<file path="src/rtl/seg_decoder_driver.sv">
// Registered seven-segment driver for one HEX digit: latches a value on load and drives
// the active-low pattern, with a prescaled blink mode and a lamp test.
module seg_decoder_driver #(
    parameter int unsigned BLINK_HALF = 25000000
) (
    input  logic       clk,
    input  logic       reset,
    input  logic       load,
    input  logic [3:0] val,
    input  logic       blink,
    input  logic       lamp_test,
    output logic [6:0] hex,
    output logic [3:0] cur_val,
    output logic       visible
);

    localparam int unsigned CW = $clog2(BLINK_HALF);

    logic [3:0]    val_q;
    logic          loaded;
    logic [CW-1:0] cnt;
    logic          phase;

    logic [3:0]    val_n;
    logic          loaded_n;
    logic [CW-1:0] cnt_n;
    logic          phase_n;
    logic [6:0]    hex_n;
    logic          visible_n;

    function automatic logic [6:0] decode(input logic [3:0] v);
        logic [6:0] seg;
        case (v)
            4'h0: seg = 7'b1000000;
            4'h1: seg = 7'b1111001;
            4'h2: seg = 7'b0100100;
            4'h3: seg = 7'b0110000;
            4'h4: seg = 7'b0011001;
            4'h5: seg = 7'b0010010;
            4'h6: seg = 7'b0000010;
            4'h7: seg = 7'b1111000;
            4'h8: seg = 7'b0000000;
            4'h9: seg = 7'b0010000;
            4'hA: seg = 7'b0001000;
            4'hB: seg = 7'b0000011;
            4'hC: seg = 7'b1000110;
            4'hD: seg = 7'b0100001;
            4'hE: seg = 7'b0000110;
            4'hF: seg = 7'b0001110;
        endcase
        return seg;
    endfunction

    // Next-state: load wins over blink stepping; blink off holds the visible phase.
    always_comb begin
        val_n    = val_q;
        loaded_n = loaded;
        cnt_n    = '0;
        phase_n  = 1'b1;
        if (load) begin
            val_n    = val;
            loaded_n = 1'b1;
        end else if (blink) begin
            if (cnt == CW'(BLINK_HALF - 1)) begin
                phase_n = ~phase;
            end else begin
                cnt_n   = cnt + CW'(1);
                phase_n = phase;
            end
        end
    end

    // Outputs derive from next-state so a sampled input shows one edge later.
    always_comb begin
        hex_n     = 7'b1111111;
        visible_n = 1'b0;
        if (lamp_test) begin
            hex_n = 7'b0000000;
        end else if (loaded_n && phase_n) begin
            hex_n     = decode(val_n);
            visible_n = 1'b1;
        end
    end

    always_ff @(posedge clk or posedge reset) begin
        if (reset) begin
            val_q   <= 4'd0;
            loaded  <= 1'b0;
            cnt     <= '0;
            phase   <= 1'b1;
            hex     <= 7'b1111111;
            cur_val <= 4'd0;
            visible <= 1'b0;
        end else begin
            val_q   <= val_n;
            loaded  <= loaded_n;
            cnt     <= cnt_n;
            phase   <= phase_n;
            hex     <= hex_n;
            cur_val <= val_n;
            visible <= visible_n;
        end
    end

endmodule

</file>
<file path="config.mk">
export PLATFORM = sky130hd
export DESIGN_NAME = seg_decoder_driver
export DESIGN_NICKNAME = d
export VERILOG_FILES = /design/src/rtl/seg_decoder_driver.sv
export SDC_FILE = /design/constraint.sdc
export NUM_CORES = 1
export LEC_CHECK = 0
export BUFFER_PORTS_ARGS = -buffer_cell sky130_fd_sc_hd__buf_2
export CAP_MARGIN = 30
export CORE_UTILIZATION = 52
export CTS_BUF_LIST = sky130_fd_sc_hd__clkbuf_16
export DETAILED_ROUTE_END_ITERATION = 6
export PLACE_DENSITY_LB_ADDON = 0.2
export RECOVER_POWER = 25
export SKIP_LAST_GASP = 1
export SLEW_MARGIN = 20
export SYNTH_ARGS = -nofsm -noshare
export SYNTH_HDL_FRONTEND = slang
export SYNTH_SLANG_ARGS = --single-unit
</file>
<file path="constraint.sdc">
create_clock -name clk -period 1.6 [get_ports clk]
set_input_delay 0.08 -clock clk [delete_from_list [all_inputs] [get_ports clk]]
set_output_delay 0.08 -clock clk [all_outputs]
set_load 0.005 [all_outputs]
</file>
# Word level (Yosys, flattened, before mapping)
# Memories as Yosys holds them, arrays and structs flattened.
# Cells that the tools add are included.
# totals
register_bits	39
latch_bits	0
ram_bits	0
rom_bits	112
in_bits	9
out_inout_bits	12
n_memories	1
# classes
n_addsub	1
mul	0
div	0
magnitude_cmp	0
eq_ne	1
shifts	0
n_mux	12
bitwise	1
n_reduce_logical	1
# mem_list
name	words	width	read_ports	rd_ports_with_merged_regs	write_ports	line	rtl
(name not given)	16	7	1	0	0	33	case (v)
# op_table
op	n
25-bit two-way mux	3
25-bit by 1-bit adder with 25-bit output (second input constant)	1
25-bit equality test (second input constant)	1
7-bit two-way mux	2
1-bit two-way mux	6
4-bit two-way mux	1
1-bit logical AND	1
1-bit NOT	1

# Depth between registers and ports, before layout
# logic_depth
depth_word	7
depth_mapped	8
depth_no_buf	7

# Worst setup path after synthesis
# Ideal clock, no wire load.
# synth_timing
path_kind	register to register
from	register cnt[0]
to	register visible
arrival_ps	1689
required_time_ps	1520
setup_slack_ps	-169
stages_incl_launch_ff	7
n_path_buf	0
period_less_slack_ps	1769
path_cell_list	dfrtp_1 -> ha_1 -> and4_1 -> nand4_2 -> or4_4 -> nand3_4 -> nor3b_2
# synth_via
elab_chain_cells	7
# synth_rtl
item	line	rtl
from (decl)	21	logic [CW-1:0] cnt;
from (signal assigned)	97	cnt <= cnt_n;
25-bit equality test	64	if (cnt == CW'(BLINK_HALF - 1)) begin
1-bit two-way mux	64	
1-bit two-way mux	63	end else if (blink) begin
1-bit two-way mux	60	if (load) begin
net phase_n	27	logic phase_n;
1-bit logical AND	79	end else if (loaded_n && phase_n) begin
1-bit two-way mux	79	
1-bit two-way mux	77	if (lamp_test) begin
net visible_n	29	logic visible_n;
to (signal assigned)	101	visible <= visible_n;
to (decl)	14	output logic visible
# The timed path passes the listed nets, and every way through them passes these cells.

# Worst setup path in the final report
# layout_timing
from	register cnt[1]
to	register visible
# Same word-level chain as after synthesis.

==> impl_metrics.json <==
{
  "status": "finished, violations left",
  "violations": "negative setup slack",
  "grt_pass1_wl_um": 7300,
  "grt_pass1_vias": 1621,
  "seq_area_frac_synth_pct": 49.34,
  "slew_viol_final": 0,
  "ioPinCount": 21,
  "powerDensity_nw_per_um2": 854.7,
  "max_freq_ghz": 0.5790,
  "final_hold_viol_count": 0,
  "ant_nets": 0,
  "synthTopCellsByCount": "31 x dfrtp_1, 30 x nor2_1, 18 x xor2_1",
  "yosys_warnings": 0,
  "placed_cells": 295,
  "globalplace.congestion": 0.8659,
  "synth.area.top_cells": "dfrtp_1 39%, dfstp_2 11%, xor2_1 7.9%, nor2_1 5.6%, ha_1 4.4%",
  "power_frac_comb_pct": 11.2,
  "post-route-drc-count": 0,
  "worstPathCellList": "ha_2 -> and4_4 -> nand4_4 -> or4_4 -> nand3_4 -> nor3b_2",
  "cp_max_fo": 9,
  "syn-instance-count": 197,
  "multi_input_area_um2": 988.4,
  "drt_iter0_drc": 110,
  "skew_ns": 0.004050,
  "finalSetupTns_ns": -1.175,
  "cts_root_buf": "clkbuf_16",
  "dieArea_um2": 4095,
  "rows": 22,
  "totalWireLength_um": 4186,
  "crit_path_top_delay_cell": "or4_4",
  "cts_tree": "done",
  "setup_violations": 33,
  "ys.flop_type": "dfrtp_1",
  "fin_nets": 274,
  "cts-htree-levels": 2,
  "ff_latch_area_um2": 985.9,
  "ys_types": 39,
  "synth.most_common_cell": "dfrtp_1",
  "wl_per_cell_um": 13.64,
  "required_ns": 1.81,
  "pwr-share-seq_pct": 46.5,
  "syn-mean-instance-area_um2": 10.14,
  "critPathLaunch": "cnt[1]$_DFF_PP0_",
  "vias": 1621,
  "vdd_drop_max_v": 0.0006269,
  "crit_path_start_kind": "register",
  "relSlewSlack_pct": 38.12,
  "synth-async-reset-ratio_pct": 100.0,
  "synth_edf_count": 0,
  "hold_path.class": "input pin to register",
  "clk_latency_ns": 0.28,
  "path_class": "register to register",
  "fin_crit_ns": 1.727,
  "firstDrtPassIters": 4,
  "start_util_pct": 54.58,
  "cts.path.max_buffers": 2,
  "avgViaCountPerCell": 5.280,
  "rsz0062_at_grt": "yes",
  "cpPeakStageDelay_ns": 0.45,
  "cap_violations": 0,
  "ys_ff_latch": 39,
  "power.switching_w": 0.0005321,
  "grtUsageTotal_pct": 24.15,
  "yosysTopAreaCellShare_pct": 38.82,
  "finalWorstSetupSlack_ns": -0.1271,
  "clockPowerShare_pct": 42.3,
  "clkSlewWorstSetupHoldPaths_ns": 0.06,
  "arrival_ns": 1.93,
  "fill_cells": 264,
  "synth_fp_nets": 213,
  "min_from": "lamp_test",
  "grt-ovfl-total": 0,
  "final_layout_size_suffix_gt1_share_pct": 34.75,
  "worst_pin_slew_ns": 0.9282,
  "intPower_w": 0.001716,
  "period_share_pct": 107.9,
  "port_buffers": 20,
  "crit-reg2reg-launch": "cnt[1]$_DFF_PP0_",
  "syn-cell-area_um2": 1998,
  "synth_top_cell_by_area": "dfrtp_1",
  "total_leakage_power_nw": 1.193,
  "die_h_um": 63.99,
  "core_um2": 3661,
  "switching_share_pct": 23.67,
  "instances_no_fill": 307,
  "fp.dieW_um": 63.99,
  "worst_setup_path_end_kind": "register",
  "area_growth_pct": 31.62,
  "hpwl_um": 3026,
  "antenna_found_initial": 0,
  "cts_sinks": 39,
  "numCtsBuffers": 5,
  "grt_max_degree": 40,
  "hold_slack_ns": 0.02653,
  "num_antenna_cells": 0
}
cells by family (layout without fill, tap and decap cells):
group	Yosys count	in the layout	share of synthesized area, %
and+or+nand+nor	87	87	23.61
xor gates and xnor gates	24	24	10.52
muxes	4	4	2.004
AOI/OAI and AO/OA	21	21	7.201
DFF	39	39	49.34
buffers and inverters	15	77	2.943
adders and majority gates	7	7	4.383
what timing repair did:
item,in CTS,in global routing
endpoints found under the hold margin,31,0
hold buffers,1,0
setup endpoints to repair,32,33
pin swaps,1,2
buffers inserted,2,1
gates resized for setup,2,1
layer usage:
layer	up-vias	share of wire, %	global-route usage (%)
met2	27	50	40.69
met1	786	45	29.44
met3	5	2.9	5.179
li1	803	-	-
met4	0	1.5	11.08
met5	-	0	0
area by class of cell:
type	count	share of cell area (%)
multi-input combinational	143	37.58
sequential	39	37.49
clock buffer	5	4.757
timing repair buffer	60	15.84
clock inverter	3	0.7612
inverter	9	1.284
tap	48	2.284
critical path: cells and delay by family (launching register included):
kind | cells | cell delay [ns]
flip-flops | 1 | 0.36
adder cells (fa/ha/maj) | 1 | 0.19
AND/OR/NAND/NOR | 5 | 1.11
layout by cell type (no fill, tap or decap), types with 2 or more instances in the layout:
cell type and n:
buf_2 20, and3_1 2, nand3_1 12, a31oi_1 8
dfrtp_1 31, nand2_1 17, nor3_1 4, mux2i_1 4
clkbuf_16 5, inv_1 7, o21ai_0 3, clkinv_1 3
xnor2_1 6, buf_4 36, nor2b_1 2, nand4_1 7
xor2_1 18, dfstp_2 8, ha_1 6, o31ai_2 2
nor2_1 30, a21oi_1 4
power by group through the flow:
stage                     logic [W]  registers (W)  clock network, W
after floorplan            0.000144        0.00107                 0
after global placement     0.000242        0.00106                 0
after detailed placement   0.000250        0.00106                 0
after CTS                  0.000254        0.00105          0.000984
after global routing       0.000284        0.00105           0.00102
final                      0.000251        0.00105          0.000952
flip-flops by register name, summed over array words and instances, names as in the netlist:
register / flops
hex: 7
loaded: 1
val_q: 4
phase: 1
visible: 1
cnt: 25
worst paths after layout:
kind,endpoint,slack [ns],cells after the start
worst min-delay path,hex[0]$_DFF_PP1_,0.03,2
max in group asynchronous,cnt[3]$_DFF_PP0_,0.40,4
worst min register to register,cnt[0]$_DFF_PP0_,0.55,2
min in group asynchronous,cnt[19]$_DFF_PP0_,0.62,4
worst max register to register,visible$_DFF_PP0_,-0.13,6
worst max-delay path,visible$_DFF_PP0_,-0.13,6
per-stage QoR:
stage | area, um2 | utilization (%) | power, W | worst slack (ns)
2_1_floorplan | 2021 | - | 0.001210 | -0.1015
3_3_place_gp | 2439 | 66.61 | 0.001303 | -0.1170
3_5_place_dp | 2439 | 66.61 | 0.001311 | -0.1339
4_1_cts | 2621 | 71.60 | 0.002284 | -0.1272
5_1_grt | 2630 | 71.84 | 0.002349 | -0.2401
6_report | 2630 | 71.84 | 0.002248 | -0.1271
Power figures use the tool's default switching activity.
